File: src/rtl/blowfish128_pkg.sv
// Shared types and key-pair helpers for the Blowfish-128 cores.
// No logic of its own; imported by the decrypt core and its key selector.
package blowfish128_pkg;

    localparam int NUM_KEYPAIRS = 10;
    localparam int HALF_W       = 64;

    typedef logic [HALF_W-1:0]              half_t;
    typedef logic [NUM_KEYPAIRS*HALF_W-1:0] key_array_t;

    typedef enum logic [2:0] {
        DEC_IDLE,
        DEC_LOAD,
        DEC_REQ,
        DEC_REL,
        DEC_FINAL,
        DEC_DONE
    } dec_step_t;

    // K[i] lives at bits [i*64 +: 64]; constant-index loop keeps the select width-clean.
    function automatic half_t key_pair(input key_array_t keys, input logic [3:0] idx);
        half_t k;
        k = '0;
        for (int i = 0; i < NUM_KEYPAIRS; i++) begin
            if (idx == 4'(i)) begin
                k = keys[i*HALF_W +: HALF_W];
            end
        end
        return k;
    endfunction

endpackage

File: src/rtl/blowfish128_dec_keysel.sv
// Round-key selector: K[9-rnd] (or K[rnd+2] when ASCENDING) plus whitening keys K0, K1.
// Latency: combinational.
// Backpressure: none; pure mux.
module blowfish128_dec_keysel
    import blowfish128_pkg::*;
#(
    parameter bit ASCENDING = 1'b0
) (
    input  logic [31:0] P1,
    input  logic [31:0] P2,
    input  logic [31:0] P3,
    input  logic [31:0] P4,
    input  logic [31:0] P5,
    input  logic [31:0] P6,
    input  logic [31:0] P7,
    input  logic [31:0] P8,
    input  logic [31:0] P9,
    input  logic [31:0] P10,
    input  logic [31:0] P11,
    input  logic [31:0] P12,
    input  logic [31:0] P13,
    input  logic [31:0] P14,
    input  logic [31:0] P15,
    input  logic [31:0] P16,
    input  logic [31:0] P17,
    input  logic [31:0] P18,
    input  logic [31:0] P19,
    input  logic [31:0] P20,
    input  logic [3:0]  rnd,
    output logic [63:0] k_round,
    output logic [63:0] k0,
    output logic [63:0] k1
);

    key_array_t keys;
    logic [3:0] idx;

    // Odd-numbered P word is the high half of each pair.
    assign keys = {P19, P20, P17, P18, P15, P16, P13, P14, P11, P12,
                   P9,  P10, P7,  P8,  P5,  P6,  P3,  P4,  P1,  P2};

    assign idx     = ASCENDING ? (rnd + 4'd2) : (4'd9 - rnd);
    assign k_round = key_pair(keys, idx);
    assign k0      = key_pair(keys, 4'd0);
    assign k1      = key_pair(keys, 4'd1);

endmodule

File: src/rtl/blowfish128_decrypt_core.sv
// Blowfish-128 decrypt: 8 Feistel rounds on 64-bit halves, keys K9..K2, then whitening with K0/K1.
// Latency: 1 LOAD + 3 cycles/round with a 1-cycle ffunc + 1 FINAL; ffunc stalls stretch REQ/REL.
// Backpressure: waits on ffunc_ready level handshake; BLOWFISH128_DEC_OUTMASK_EN zeroes plainText until done.
module blowfish128_decrypt_core
    import blowfish128_pkg::*;
#(
    parameter int NUM_ROUNDS = 8
) (
    input  logic         Clk,
    input  logic         Rst,
    input  logic         Enable,
    input  logic [127:0] cipherText,
    output logic [127:0] plainText,
    output logic         plainReady,
    input  logic         skey_ready,
    input  logic [31:0]  P1,
    input  logic [31:0]  P2,
    input  logic [31:0]  P3,
    input  logic [31:0]  P4,
    input  logic [31:0]  P5,
    input  logic [31:0]  P6,
    input  logic [31:0]  P7,
    input  logic [31:0]  P8,
    input  logic [31:0]  P9,
    input  logic [31:0]  P10,
    input  logic [31:0]  P11,
    input  logic [31:0]  P12,
    input  logic [31:0]  P13,
    input  logic [31:0]  P14,
    input  logic [31:0]  P15,
    input  logic [31:0]  P16,
    input  logic [31:0]  P17,
    input  logic [31:0]  P18,
    input  logic [31:0]  P19,
    input  logic [31:0]  P20,
    input  logic [63:0]  Y,
    input  logic         ffunc_ready,
    output logic [63:0]  X,
    output logic         ffunc_enable
);

    generate
        if (NUM_ROUNDS != 8) begin : g_bad_rounds
            $error("blowfish128_decrypt_core: NUM_ROUNDS must be 8 (20-word P-array)");
        end
    endgenerate

    localparam logic [3:0] LAST_RND = 4'(NUM_ROUNDS);

    dec_step_t  state;
    half_t      l_half;
    half_t      r_half;
    logic [3:0] rnd;
    half_t      k_round;
    half_t      k0;
    half_t      k1;
    logic       abort;

    blowfish128_dec_keysel #(.ASCENDING(1'b0)) u_keysel (
        .P1 (P1),  .P2 (P2),  .P3 (P3),  .P4 (P4),  .P5 (P5),
        .P6 (P6),  .P7 (P7),  .P8 (P8),  .P9 (P9),  .P10(P10),
        .P11(P11), .P12(P12), .P13(P13), .P14(P14), .P15(P15),
        .P16(P16), .P17(P17), .P18(P18), .P19(P19), .P20(P20),
        .rnd    (rnd),
        .k_round(k_round),
        .k0     (k0),
        .k1     (k1)
    );

    // Losing the key schedule only matters while the key is actually in use.
    assign abort = !Enable ||
                   (!skey_ready && (state inside {DEC_LOAD, DEC_REQ, DEC_REL, DEC_FINAL}));

    always_ff @(posedge Clk or posedge Rst) begin
        if (Rst) begin
            state        <= DEC_IDLE;
            l_half       <= '0;
            r_half       <= '0;
            rnd          <= '0;
            X            <= '0;
            ffunc_enable <= 1'b0;
            plainReady   <= 1'b0;
        end else if (abort) begin
            state        <= DEC_IDLE;
            l_half       <= '0;
            r_half       <= '0;
            rnd          <= '0;
            X            <= '0;
            ffunc_enable <= 1'b0;
            plainReady   <= 1'b0;
        end else begin
            case (state)
                DEC_IDLE: begin
                    if (skey_ready) begin
                        state <= DEC_LOAD;
                    end
                end
                DEC_LOAD: begin
                    l_half <= cipherText[127:64];
                    r_half <= cipherText[63:0];
                    rnd    <= '0;
                    state  <= DEC_REQ;
                end
                DEC_REQ: begin
                    // X already holds L ^ Kr, so it doubles as the new R.
                    if (!ffunc_enable) begin
                        X            <= l_half ^ k_round;
                        ffunc_enable <= 1'b1;
                    end else if (ffunc_ready) begin
                        l_half       <= r_half ^ Y;
                        r_half       <= X;
                        ffunc_enable <= 1'b0;
                        rnd          <= rnd + 4'd1;
                        state        <= DEC_REL;
                    end
                end
                DEC_REL: begin
                    if (!ffunc_ready) begin
                        state <= (rnd < LAST_RND) ? DEC_REQ : DEC_FINAL;
                    end
                end
                DEC_FINAL: begin
                    l_half     <= r_half ^ k0;
                    r_half     <= l_half ^ k1;
                    plainReady <= 1'b1;
                    state      <= DEC_DONE;
                end
                DEC_DONE: begin
                    plainReady <= 1'b1;
                end
                default: begin
                    state <= DEC_IDLE;
                end
            endcase
        end
    end

`ifdef BLOWFISH128_DEC_OUTMASK_EN
    assign plainText = plainReady ? {l_half, r_half} : 128'h0;
`else
    assign plainText = {l_half, r_half};
`endif

endmodule

File: config.mk
export PLATFORM = sky130hd
export DESIGN_NAME = blowfish128_decrypt_core
export DESIGN_NICKNAME = d
export VERILOG_FILES = /design/src/rtl/blowfish128_pkg.sv /design/src/rtl/blowfish128_dec_keysel.sv /design/src/rtl/blowfish128_decrypt_core.sv
export SDC_FILE = /design/constraint.sdc
export NUM_CORES = 1
export LEC_CHECK = 0
export ABC_AREA = 1
export CAP_MARGIN = 20
export CORE_AREA = 2 2 399 401
export DETAILED_ROUTE_END_ITERATION = 10
export DIE_AREA = 0 0 401 403
export GPL_TIMING_DRIVEN = 0
export MAX_ROUTING_LAYER = met4
export PLACE_DENSITY = 0.41
export SLEW_MARGIN = 20
export SYNTH_ARGS = -nofsm -noshare
export SYNTH_HDL_FRONTEND = slang
export SYNTH_SLANG_ARGS = --single-unit
File: constraint.sdc
create_clock -name Clk -period 8.9 [get_ports Clk]
set_input_delay 1.335 -clock Clk [delete_from_list [all_inputs] [get_ports Clk]]
set_output_delay 1.335 -clock Clk [all_outputs]
set_load 0.1 [all_outputs]
# Yosys cells after proc, flatten, opt, wreduce, memory -nomap -nowiden
# Index checks and enable logic that the tools add are counted.
[classes]
magnitude_cmp = 1
n_addsub = 2
mux = 38
eq_ne = 20
bitwise_logic = 4
reduce_logical = 16
[op_table]
columns = ["cell", "count"]
rows = [
  ["two-way mux 64 bit", 19],
  ["case mux 64 bit (3 select lines)", 2],
  ["XOR 64 bit", 4],
  ["two-way mux 3 bit", 6],
  ["case mux 3 bit (6 select lines)", 1],
  ["equality test 4 x 3 -> 1 bit (second input constant)", 4],
  ["two-way mux 4 bit", 3],
  ["inequality test 3 bit (second input constant)", 4],
  ["equality test 4 x 2 -> 1 bit (second input constant)", 2],
  ["equality test 4 bit (second input constant)", 2],
  ["case mux 4 bit (2 select lines)", 1],
  ["nonzero test 4 bit", 2],
  ["equality test 3 x 2 -> 1 bit (second input constant)", 2],
  ["equality test 3 bit (second input constant)", 2],
  ["two-way mux 1 bit", 6],
  ["AND reduction 3 bit", 2],
  ["AND reduction 5 bit", 1],
  ["adder 4 x 1 -> 4 bit (second input constant)", 1],
  ["equality test 4 x 1 -> 1 bit (second input constant)", 1],
  ["logical NOT 4 bit", 1],
  ["less-than comparator 4 bit (second input constant)", 1],
  ["nonzero test 2 bit", 2],
  ["subtractor 4 bit (first input constant)", 1],
  ["equality test 3 x 1 -> 1 bit (second input constant)", 1],
  ["9 further kinds", 10],
]
[totals]
register_bits = 201
input_bits = 837

# Depth between registers and ports, before layout
[depth]
ltp_word = 16
mapped_depth = 20

# Modules after synthesis
# A second synthesis with hierarchy kept.
[unflattened]
cells_unflattened = 3628
hier_area_um2 = 21149.0
[by_module_without_submodules]
columns = ["module", "area_per_inst_um2", "n_inst", "seq_area_each_um2", "cells_each"]
rows = [
  ["blowfish128_decrypt_core", 14066.0, 1, 5029.8, 2191],
  ["blowfish128_dec_keysel", 7083.0, 1, 0.0, 1437],
]

# Least setup slack after synthesis
# Ideal clock, no wire load.
[synth_path]
path_kind = "input to register"
from = "input skey_ready"
to = "register l_half[0]"
setup_slack_ns = 6.409
setup_time_ns = 0.095
n_path_buf = 2
stages = 10
arrival_time_ns = 2.396
path_cell_list = "inv_1 > o21ai_2 > nand2_2 > nor2_2 > o21ai_2 > nand2_1 > buf_4 > buf_2 > nand2_1 > o31ai_1"
[synth_between]
elab_chain_cells = 5
[synth_rtl]
columns = ["element", "line", "rtl"]
rows = [
  ["start, declared", "blowfish128_decrypt_core.sv:15", "input logic skey_ready,"],
  ["logical NOT 1 bit (*)", "blowfish128_decrypt_core.sv:72", "(!skey_ready && (state inside {DEC_LOAD, DEC_REQ, DEC_REL, DEC_FINAL}));"],
  ["logical AND 1 bit (*)", "blowfish128_decrypt_core.sv:72", ""],
  ["logical OR 1 bit (*)", "blowfish128_decrypt_core.sv:71", "assign abort = !Enable ||"],
  ["inequality test 3 bit (no line) / nonzero test 4 bit (equally long branches)", "-", ""],
  ["AND reduction 3 bit (no line)", "-", ""],
  ["end signal, assigned", "blowfish128_decrypt_core.sv:99", "l_half <= cipherText[127:64];"],
  ["end signal, assigned", "blowfish128_decrypt_core.sv:110", "l_half <= r_half ^ Y;"],
  ["end signal, assigned", "blowfish128_decrypt_core.sv:123", "l_half <= r_half ^ k0;"],
  ["end, declared", "blowfish128_decrypt_core.sv:51", "half_t l_half;"],
]
# Every way passes the cells marked *; elsewhere a longest branch is shown, timed or not.
# A chain may end at the register's enable or synchronous reset.

# Worst setup path after layout
[layout_path]
from = "register rnd[1]"
to = "register X[0]"
[layout_between]
elab_chain_cells = 16
[layout_rtl]
columns = ["element", "line", "rtl"]
rows = [
  ["start, declared", "blowfish128_decrypt_core.sv:53", "logic [3:0] rnd;"],
  ["start signal, assigned", "blowfish128_decrypt_core.sv:113", "rnd <= rnd + 4'd1;"],
  ["subtractor 4 bit (*)", "blowfish128_dec_keysel.sv:42", "assign idx = ASCENDING ? (rnd + 4'd2) : (4'd9 - rnd);"],
  ["logical NOT 4 bit", "blowfish128_pkg.sv:25", "if (idx == 4'(i)) begin"],
  ["two-way mux 64 bit (9 in series)", "blowfish128_pkg.sv:25", ""],
  ["two-way mux 64 bit (*)", "blowfish128_pkg.sv:25", ""],
  ["XOR 64 bit (*)", "blowfish128_decrypt_core.sv:107", "X <= l_half ^ k_round;"],
  ["two-way mux 64 bit (*)", "blowfish128_decrypt_core.sv:106", "if (!ffunc_enable) begin"],
  ["two-way mux 64 bit (*)", "blowfish128_decrypt_core.sv:92", "case (state)"],
  ["two-way mux 64 bit (*)", "blowfish128_decrypt_core.sv:83", "end else if (abort) begin"],
  ["end signal, assigned", "blowfish128_decrypt_core.sv:107", ""],
  ["end, declared", "blowfish128_decrypt_core.sv:38", "output logic [63:0] X,"],
]
# Every way passes the cells marked *; elsewhere a longest branch is shown, timed or not. The select of a mux whose other input is x is not followed.

==> qor.yml <==
status: "complete, no violations"
fin_crit_ps: 4680
synth_warnings: 0
wl_um: 194000
place_hpwl_um: 161000
die_y_um: 403
grt_overflow: 0
grt.total_usage: 0.237
worstSkewPairLatency_ps: 580
avgSynthCellArea_um2: 5.69
cp.required_ps: 9360
cts_setup_buffers: 0
ys_seq_area_frac: 0.256
clockBufferDepth: 3
postLayoutCoreUtil: 0.216
ir_worst_vdd_uv: 137
synth-seq-cells: 201
synth_most_common_cell: "nand2_1"
startpoint: "rnd[1]"
cts_made_buffers: 35
critPathKind: "register to register"
cts_tree: "yes"
hold_buffers: 0
die_w_um: 401
drt_pass1_iterations: 5
drive_gt1_frac: 0.0456
numPortBuffers: 1030
final_nets: 5375
crit_family: "buffers and inverters"
drtIter0Drc: 2127
drc: 0
hp-class: "register to register"
core_um2: 157000
grt_max_degree: 78
wl_per_cell_um: 29.0
synth_top_cell_by_area: "dfrtp_1"
gp_routability_congestion: 0.967
synth_edf_count: 0
start_util: 0.125
pin_count: 1031
seq_area_um2: 5030
ctsResizeCount: 0
dpl_cell_area_um2: 32800
tightest_slew_ps: 1190
rsz0062_at_grt: "no"
crit_path_start_kind: "register"
htreeDepth: 2
rows: 146
via_per_inst: 4.18
finClkSkew_ps: 20.4
whs_ps: 518
nFillCells: 18151
cp_num_buf_inv: 6
p_leak_nw: 14.8
synth.top_cell.area_share: 0.256
syn_nets: 4297
grt_pass1_vias: 27666
netlist_instances: 3454
crit_chain: "inv_1 -> ha_1 -> inv_1 -> nand2_1 -> nand2_2 -> buf_2 -> nand3_1 -> buf_2 -> clkbuf_1 -> o21ai_0 -> inv_1 -> nand2_1 -> nand2_1 -> nand3_1 -> nand3_1 -> nand3_1 -> nand2_1 -> o21ai_1"
critPathArrivalTime_ps: 5140
clkSinkCount: 201
drtAntennaViolNets: 0
fin_area_um2: 34100
clkTransAtPathRegs_ps: 50
hold_viol: 0
end_kind: "register"
netlist_top_cells_count: "nand2_1, inv_1, nand3_1"
area_growth_pct: 73.3
multi_input_area_um2: 12000
setup_viol_count_final: 0
slowest_stage: "clkbuf_1"
r2r_start: "rnd[1]"
drv_slew: 0
grt_antenna_before_repair: 48
power_density_nw_per_um2: 307
max_cap_viol_count: 0
via_count: 27863
synth_area_um2: 19700
hold_start: "X[4]"
synth_ff_type: "dfrtp_1"
fmax_ghz: 0.213
synthArstFlopShare: 1.00
min_period_over_period: 0.526
synth.distinct_cells: 31
cpPeakStageDelay_ps: 890
synthTopCellsByArea: "dfrtp_1, nand2_1, nand3_1"
cp_max_fo: 12
dieArea_um2: 162000
grt_pass1_wl_um: 252000
cts-root-buf: "clkbuf_16"
slew_headroom: 0.204
==> placed cells by master, fill, tap and decap left out, drive strengths merged <==
cell,synthesis,routed
bufinv,0,5
clkinv,44,50
nor3,3,3
o21ai,443,443
buf,89,118
diode,0,38
dfrtp,201,201
clkdlybuf4s50,0,1012
nand4,7,7
a31oi,2,2
nor2,140,140
nand2,1229,1229
or2,65,65
o22ai,1,1
ha,6,6
inv,425,426
clkbuf,135,183
clkinvlp,0,2
xor2,128,128
a21oi,130,130
nand3,336,336
a32oi,1,1
o31ai,66,66
a211oi,3,3
==> cell families after synthesis <==
family          share of synthesized area
compound gates                      0.174
xor+xnor                           0.0570
fa+ha+maj                         0.00382
buf+inv                             0.137
flops                               0.256
simple gates                        0.372
==> final cells by class <==
| type | instances | area share |
|---|---|---|
| diodes | 38 | 0.00279 |
| plain buffers | 224 | 0.0280 |
| clock buffers | 48 | 0.0292 |
| clock inverters | 14 | 0.00632 |
| inverters | 469 | 0.0519 |
| multi-input cells | 2560 | 0.351 |
| flip-flops and latches | 201 | 0.148 |
| well taps | 2072 | 0.0761 |
| repair buffers | 1041 | 0.307 |
==> worst reg2reg max path, cell delays in order, from the launching register on <==
cell and delay [ps]:
dfrtp_1 410, inv_1 140, ha_1 200, inv_1 40, nand2_1 60, nand2_2 90
buf_2 210, nand3_1 100, buf_2 630, clkbuf_1 910, o21ai_0 680, inv_1 180
nand2_1 220, nand2_1 130, nand3_1 70, nand3_1 250, nand3_1 120, nand2_1 80
o21ai_1 60
==> where the power goes <==
part	internal [mW]	switching [mW]	total, mW
clock	0.929	0.599	1.53
sequential	1.23	0.558	1.79
combinational	1.77	5.39	7.16
==> registers in the layout (all words and copies together) (netlist names) <==
name          count
plainReady        1
state             3
r_half           64
rnd               4
X                64
l_half           64
ffunc_enable      1
==> per-layer routing <==
layer  up-vias  share of wire  global-route usage
met5         -              0                   -
met4         0          0.024              0.0579
met3       159          0.061              0.0472
met2      1137           0.49               0.403
met1     13505           0.43               0.288
li1      13062              -                   -
==> stage by stage <==
stage | setup slack, ps | total power, mW | setup TNS [ps] | cells
2_1_floorplan | 2080 | 5.87 | 0 | 3454
3_3_place_gp | -3030 | 8.98 | -596870 | 6556
3_5_place_dp | 4280 | 9.03 | 0 | 6567
4_1_cts | 4240 | 10.6 | 0 | 6629
5_1_grt | 3970 | 11.0 | 0 | 6656
6_report | 4220 | 10.5 | 0 | 6667
==> worst paths after layout <==
kind / end / slack (ps) / cells after the start
worst max-delay path: X[0] / 4220 / 18
worst min-delay path: X[4] / 520 / 2
worst max register to register: X[0] / 4220 / 18
worst min register to register: X[4] / 520 / 2
max in group asynchronous: r_half[29] / 6730 / 3
min in group asynchronous: X[54] / 1170 / 2
Note: power is estimated with default switching activity, not from simulation.
